--- src/rtl/apb_cfg_arbiter.sv ---
// apb_cfg_arbiter: two-requester (host=0, loader=1) round-robin front end
// driving a single APB master. One transfer at a time: IDLE -> SETUP ->
// ACCESS -> RESP, with an ACCESS-phase timeout and a bad-select shortcut
// that answers with an error without touching the bus.
module apb_cfg_arbiter #(
  parameter int ADDR_WIDTH  = 7,
  parameter int PDATA_WIDTH = 32,
  parameter int COMP        = 5,
  parameter int TIMEOUT     = 16
) (
  input  logic                   clk,
  input  logic                   rst,
  // host requester (index 0)
  input  logic                   h_req,
  input  logic                   h_write,
  input  logic [COMP-1:0]        h_sel,
  input  logic [ADDR_WIDTH-1:0]  h_addr,
  input  logic [PDATA_WIDTH-1:0] h_wdata,
  output logic                   h_gnt,
  output logic                   h_done,
  output logic                   h_err,
  output logic [PDATA_WIDTH-1:0] h_rdata,
  // loader requester (index 1)
  input  logic                   l_req,
  input  logic                   l_write,
  input  logic [COMP-1:0]        l_sel,
  input  logic [ADDR_WIDTH-1:0]  l_addr,
  input  logic [PDATA_WIDTH-1:0] l_wdata,
  output logic                   l_gnt,
  output logic                   l_done,
  output logic                   l_err,
  output logic [PDATA_WIDTH-1:0] l_rdata,
  // APB master
  output logic [COMP-1:0]        PSELx,
  output logic                   PENABLE,
  output logic                   PWRITE,
  output logic [ADDR_WIDTH-1:0]  PADDR,
  output logic [PDATA_WIDTH-1:0] PWDATA,
  input  logic [PDATA_WIDTH-1:0] PRDATA,
  input  logic                   PREADY,
  // status
  output logic                   busy,
  output logic                   owner
);

  typedef enum logic [1:0] {IDLE, SETUP, ACCESS, RESP} state_t;

  // Counter must be able to hold TIMEOUT itself so saturation is representable.
  localparam int CW = $clog2(TIMEOUT + 1);
  localparam logic [CW-1:0] CNT_LAST = CW'(TIMEOUT - 1);
  localparam logic [CW-1:0] CNT_MAX  = CW'(TIMEOUT);

  state_t                   state_q, state_d;
  logic                     owner_q, owner_d;
  logic                     write_q, write_d;
  logic [COMP-1:0]          sel_q, sel_d;
  logic [ADDR_WIDTH-1:0]    addr_q, addr_d;
  logic [PDATA_WIDTH-1:0]   wdata_q, wdata_d;
  logic [CW-1:0]            cnt_q, cnt_d;
  logic [1:0]               gnt_q, gnt_d;
  logic [1:0]               done_q, done_d;
  logic                     err_q, err_d;
  logic [PDATA_WIDTH-1:0]   rdata_q, rdata_d;

  logic any_req;
  logic win;
  logic sel_ok;
  logic bus_act;

  // Arbitration: on a tie the requester that did not win last time goes next;
  // a lone requester always wins.
  always_comb begin
    any_req = h_req | l_req;
    win     = (h_req & l_req) ? ~owner_q : ~h_req;
  end

  // Latched select must be exactly one-hot for the transfer to reach the bus.
  always_comb begin
    sel_ok  = $onehot(sel_q);
    bus_act = ((state_q == SETUP) || (state_q == ACCESS)) && sel_ok;
  end

  // Next-state and result computation for the transfer FSM.
  always_comb begin
    state_d = state_q;
    owner_d = owner_q;
    write_d = write_q;
    sel_d   = sel_q;
    addr_d  = addr_q;
    wdata_d = wdata_q;
    cnt_d   = cnt_q;
    gnt_d   = 2'b00;
    done_d  = 2'b00;
    err_d   = err_q;
    rdata_d = rdata_q;

    unique case (state_q)
      IDLE: begin
        if (any_req) begin
          write_d      = win ? l_write : h_write;
          sel_d        = win ? l_sel   : h_sel;
          addr_d       = win ? l_addr  : h_addr;
          wdata_d      = win ? l_wdata : h_wdata;
          gnt_d[win]   = 1'b1;
          owner_d      = win;
          state_d      = SETUP;
        end
      end
      SETUP: begin
        if (sel_ok) begin
          // fresh timeout window for every access phase
          cnt_d   = '0;
          state_d = ACCESS;
        end else begin
          // bad select: answer with an error, never touch the bus
          done_d[owner_q] = 1'b1;
          err_d           = 1'b1;
          rdata_d         = '0;
          state_d         = RESP;
        end
      end
      ACCESS: begin
        if (PREADY) begin
          done_d[owner_q] = 1'b1;
          err_d           = 1'b0;
          rdata_d         = write_q ? '0 : PRDATA;
          state_d         = RESP;
        end else if (cnt_q == CNT_LAST) begin
          // this was the last permitted wait cycle: abort
          done_d[owner_q] = 1'b1;
          err_d           = 1'b1;
          rdata_d         = '0;
          state_d         = RESP;
        end else if (cnt_q != CNT_MAX) begin
          cnt_d = cnt_q + CW'(1);
        end
      end
      RESP: begin
        err_d   = 1'b0;
        rdata_d = '0;
        state_d = IDLE;
      end
      default: state_d = IDLE;
    endcase
  end

  // State and datapath registers; synchronous reset aborts any transfer.
  always_ff @(posedge clk) begin
    if (rst) begin
      state_q <= IDLE;
      owner_q <= 1'b1;
      write_q <= 1'b0;
      sel_q   <= '0;
      addr_q  <= '0;
      wdata_q <= '0;
      cnt_q   <= '0;
      gnt_q   <= 2'b00;
      done_q  <= 2'b00;
      err_q   <= 1'b0;
      rdata_q <= '0;
    end else begin
      state_q <= state_d;
      owner_q <= owner_d;
      write_q <= write_d;
      sel_q   <= sel_d;
      addr_q  <= addr_d;
      wdata_q <= wdata_d;
      cnt_q   <= cnt_d;
      gnt_q   <= gnt_d;
      done_q  <= done_d;
      err_q   <= err_d;
      rdata_q <= rdata_d;
    end
  end

  // Output decode: bus signals only live while a valid transfer is on the bus;
  // responses are only non-zero for the requester being answered.
  always_comb begin
    PSELx   = bus_act ? sel_q : '0;
    PENABLE = (state_q == ACCESS) && sel_ok;
    PWRITE  = bus_act & write_q;
    PADDR   = bus_act ? addr_q  : '0;
    PWDATA  = bus_act ? wdata_q : '0;

    h_gnt   = gnt_q[0];
    l_gnt   = gnt_q[1];
    h_done  = done_q[0];
    l_done  = done_q[1];
    h_err   = done_q[0] & err_q;
    l_err   = done_q[1] & err_q;
    h_rdata = done_q[0] ? rdata_q : '0;
    l_rdata = done_q[1] ? rdata_q : '0;

    busy    = (state_q != IDLE);
    owner   = owner_q;
  end

endmodule
--- config.mk ---
export PLATFORM = sky130hd
export DESIGN_NAME = apb_cfg_arbiter
export DESIGN_NICKNAME = d
export VERILOG_FILES = /design/src/rtl/apb_cfg_arbiter.sv
export SDC_FILE = /design/constraint.sdc
export NUM_CORES = 1
export LEC_CHECK = 0
export ABC_AREA = 0
export BUFFER_PORTS_ARGS = -buffer_cell sky130_fd_sc_hd__buf_4
export CAP_MARGIN = 20
export CORE_MARGIN = 5
export CORE_UTILIZATION = 40
export DETAILED_ROUTE_END_ITERATION = 10
export HOLD_SLACK_MARGIN = 0.08
export PLACE_DENSITY = 0.77
export REMOVE_ABC_BUFFERS = 1
export SLEW_MARGIN = 30
export SYNTH_ARGS = -nofsm -noshare
export SYNTH_HDL_FRONTEND = slang
export SYNTH_SLANG_ARGS = --single-unit
--- constraint.sdc ---
create_clock -name clk -period 3.3 [get_ports clk]
set_input_delay 0.33 -clock clk [delete_from_list [all_inputs] [get_ports clk]]
set_output_delay 0.33 -clock clk [all_outputs]
set_load 0.005 [all_outputs]
==> out/qor.yml <==
run_status: "finished, final reports clean"
cts_tree: "yes"
worst_supply_voltage_drop_on_vdd_mv: 0.422
syn-instance-count: 522
dp.final_hpwl_mm: 11.6
clkLatencyLatePin_ps: 340
design.portCount: 245
fillerInstances: 1016
regToRegStartpoint: "sel_q[0]"
gp_congestion: 0.825
grt_max_degree: 56
track_usage_pct: 21.4
synth_sequential_area_ratio_pct: 38.2
yosys.area.top_type: "sky130_fd_sc_hd__dfxtp_1"
area.growth.synth_to_final_pct: 46.9
cts_max_level: 3
yosysWarnings: 0
slew_headroom_pct: 37.6
yosys_register_bits: 90
crit_fanout: 46
fin_cells: 884
most_frequent_cell_after_synthesis: "sky130_fd_sc_hd__dfxtp_1"
worst_setup_path_end_kind: "output pin"
antennaDiodeCount: 0
cts_buffer_depth: 2
report.final.hold_viol_count: 0
report.final.slew_viol_count: 0
powerDensity_mw_per_mm2: 666
initial_core_util_pct: 41.1
power.leakage_uw: 0.00337
antenna_violations_before_repair: 0
final.setup.tns_ps: 0
postRouteAntennaNets: 0
fmax_ghz: 0.320
launch_point_of_the_worst_hold_path: "h_addr[4]"
setup_repair_after_global_routing_missed_its_margin: "no"
drt_pass1_iterations: 4
globalRouteOverflowTotal: 0
final.hold.worst_slack_ps: 211
timing.final.setup_violations: 0
worstPathRequired_ps: 2970
post_synth_instance_area_mm2: 0.00472
timing.setup.critical_path_class: "reg2out"
clockRootBuffer: "sky130_fd_sc_hd__clkbuf_16"
synth_enable_flop_cells: 0
final_min_period_over_clock_period_pct: 94.7
numPortBuffers: 244
die_w_um: 119
path_clk_slew_ps: 70
vias_per_cell: 5.38
clock_sinks: 90
cts-resized-gates: 0
final.min_clock_period_ps: 3130
grt_first_pass_wirelength_mm: 25.1
holdCritPathClass: "in2reg"
hold_end: "addr_q[4]"
synth_cell_type_count: 41
postCtsSetupBuffers: 0
drt_iter0_drc: 355
worstReg2RegEnd: "rdata_q[11]"
syn-mean-instance-area_um2: 9.03
layout-drive-gt1-share_pct: 37.2
top_cell_type_s_share_of_synthesized_area_pct: 38.2
timing.hold.worst_path_depth: 2
post-place-cells: 868
tightestPinTransition_ps: 935
floorplan.die.height_um: 119
final_net_count: 874
finClkSkew_ps: 10.5
placement.setup.worst_slack_ps: 441
r2r_cells: 9
remaining_drc_errors: 0
drt-total-wl_mm: 15.8
tritoncts.num_buffers: 9
cts_hold_buffers: 0
max_cap_viol_count: 0
r2r_setup_slack_ps: 620
synth_area_leaders: "sky130_fd_sc_hd__dfxtp_1, sky130_fd_sc_hd__a221o_1, sky130_fd_sc_hd__and2_1, sky130_fd_sc_hd__mux2i_1, sky130_fd_sc_hd__nor3b_1"
vias: 4757
first_global_vias: 4892
fin_ws_ps: 174
design.core.area_mm2: 0.0115
rows: 39
drt-wirelength-per-cell_um: 17.8
asyncSetResetFlopFracSynth_pct: 0
critical_path.startpoint: "sel_q[0]"
design_power_total_uw: 4610
start_kind: "register"
worstPathArrival_ps: 2800
die_area_mm2: 0.0141
most_used_flip_flop_cell_after_synthesis: "sky130_fd_sc_hd__dfxtp_1"
synth_common_cells: "sky130_fd_sc_hd__dfxtp_1, sky130_fd_sc_hd__nand2_1, sky130_fd_sc_hd__and2_1, sky130_fd_sc_hd__and3_1, sky130_fd_sc_hd__a221o_1"
## cells in the final DEF (no fill, tap or decap), types with 2 or more instances in the layout
cell | netlist | final
sky130_fd_sc_hd__a21o_1 | 2 | 2
sky130_fd_sc_hd__a21oi_1 | 3 | 3
sky130_fd_sc_hd__a221o_1 | 46 | 45
sky130_fd_sc_hd__and2_1 | 67 | 67
sky130_fd_sc_hd__and3_1 | 47 | 47
sky130_fd_sc_hd__buf_12 | 0 | 2
sky130_fd_sc_hd__buf_4 | 3 | 251
sky130_fd_sc_hd__bufinv_16 | 0 | 2
sky130_fd_sc_hd__clkbuf_16 | 0 | 9
sky130_fd_sc_hd__clkbuf_8 | 0 | 2
sky130_fd_sc_hd__dfxtp_1 | 90 | 89
sky130_fd_sc_hd__fa_1 | 2 | 2
sky130_fd_sc_hd__ha_1 | 9 | 9
sky130_fd_sc_hd__inv_1 | 16 | 16
sky130_fd_sc_hd__mux2i_1 | 34 | 34
sky130_fd_sc_hd__nand2_1 | 71 | 71
sky130_fd_sc_hd__nand3_1 | 2 | 2
sky130_fd_sc_hd__nand4_1 | 3 | 3
sky130_fd_sc_hd__nor2_1 | 3 | 3
sky130_fd_sc_hd__nor2b_1 | 3 | 3
sky130_fd_sc_hd__nor3_1 | 7 | 6
sky130_fd_sc_hd__nor3b_1 | 41 | 41
sky130_fd_sc_hd__o2111ai_1 | 2 | 2
sky130_fd_sc_hd__o211ai_1 | 2 | 2
sky130_fd_sc_hd__o21ai_0 | 2 | 2
sky130_fd_sc_hd__o31ai_1 | 2 | 2
sky130_fd_sc_hd__or3b_2 | 2 | 2
sky130_fd_sc_hd__or4bb_1 | 2 | 2
## area by class of cell
| class | instances | area (um^2) | area share [%] |
|---|---|---|---|
| clock buffer | 11 | 253 | 3.65 |
| clock inverter | 5 | 85.1 | 1.23 |
| multi-input combinational | 366 | 2630 | 37.9 |
| tap | 143 | 179 | 2.58 |
| timing repair buffer | 253 | 1920 | 27.8 |
| inverter | 16 | 60.1 | 0.867 |
| sequential | 90 | 1800 | 26.0 |
## flip-flops by register name (all words and copies together) (netlist names), 2 cells and up
register and flops:
wdata_q 32, state_q 2, gnt_q 2, cnt_q 5, rdata_q 32, done_q 2
sel_q 5, addr_q 7
## metal layers
layer,vias to the layer above,track usage [%],wire [um]
met5,-,0,0
met4,0,7.37,290
met3,25,8.45,1670
met2,242,35.0,7390
met1,2213,25.7,6430
li1,2277,-,-
## worst max-delay path: stages, from the launching register on
cell	delay, ps
sky130_fd_sc_hd__dfxtp_1	330
sky130_fd_sc_hd__inv_1	70
sky130_fd_sc_hd__fa_1	490
sky130_fd_sc_hd__fa_1	370
sky130_fd_sc_hd__inv_1	70
sky130_fd_sc_hd__ha_1	250
sky130_fd_sc_hd__nor3_2	310
sky130_fd_sc_hd__buf_12	240
sky130_fd_sc_hd__and3_1	200
sky130_fd_sc_hd__buf_4	110
## per-stage QoR
| stage | cell area [um^2] | util [%] |
|---|---|---|
| after floorplan | 4470 | - |
| after global placement | 6580 | 57.4 |
| after detailed placement | 6580 | 57.4 |
| after CTS | 6920 | 60.3 |
| after global routing | 6930 | 60.4 |
| final | 6930 | 60.4 |
## cell families after synthesis
logic type / share of synthesized area [%]
adder cells (fa/ha/maj): 3.24
AND/OR/NAND/NOR: 31.3
buffers and inverters: 6.58
flip-flops: 38.2
multiplexers: 7.22
AO/OA/AOI/OAI: 13.5
## where the power goes
part | internal [uW] | switching, uW | leakage (uW)
Combinational | 906 | 1110 | 0.00247
Sequential | 1310 | 156 | 0.000735
Clock | 709 | 424 | 0.000162
Total | 2920 | 1690 | 0.00337
## worst max path at each step
stage,cells past startpoint,slack [ps],to
3_5_place_dp,9,440,PWRITE
6_report,9,170,PWDATA[3]
2_1_floorplan,8,-1580,err_q
5_1_grt,9,4,PWDATA[6]
3_3_place_gp,9,520,PWDATA[29]
4_1_cts,9,60,PWDATA[3]
(Power assumes the default switching activity.)
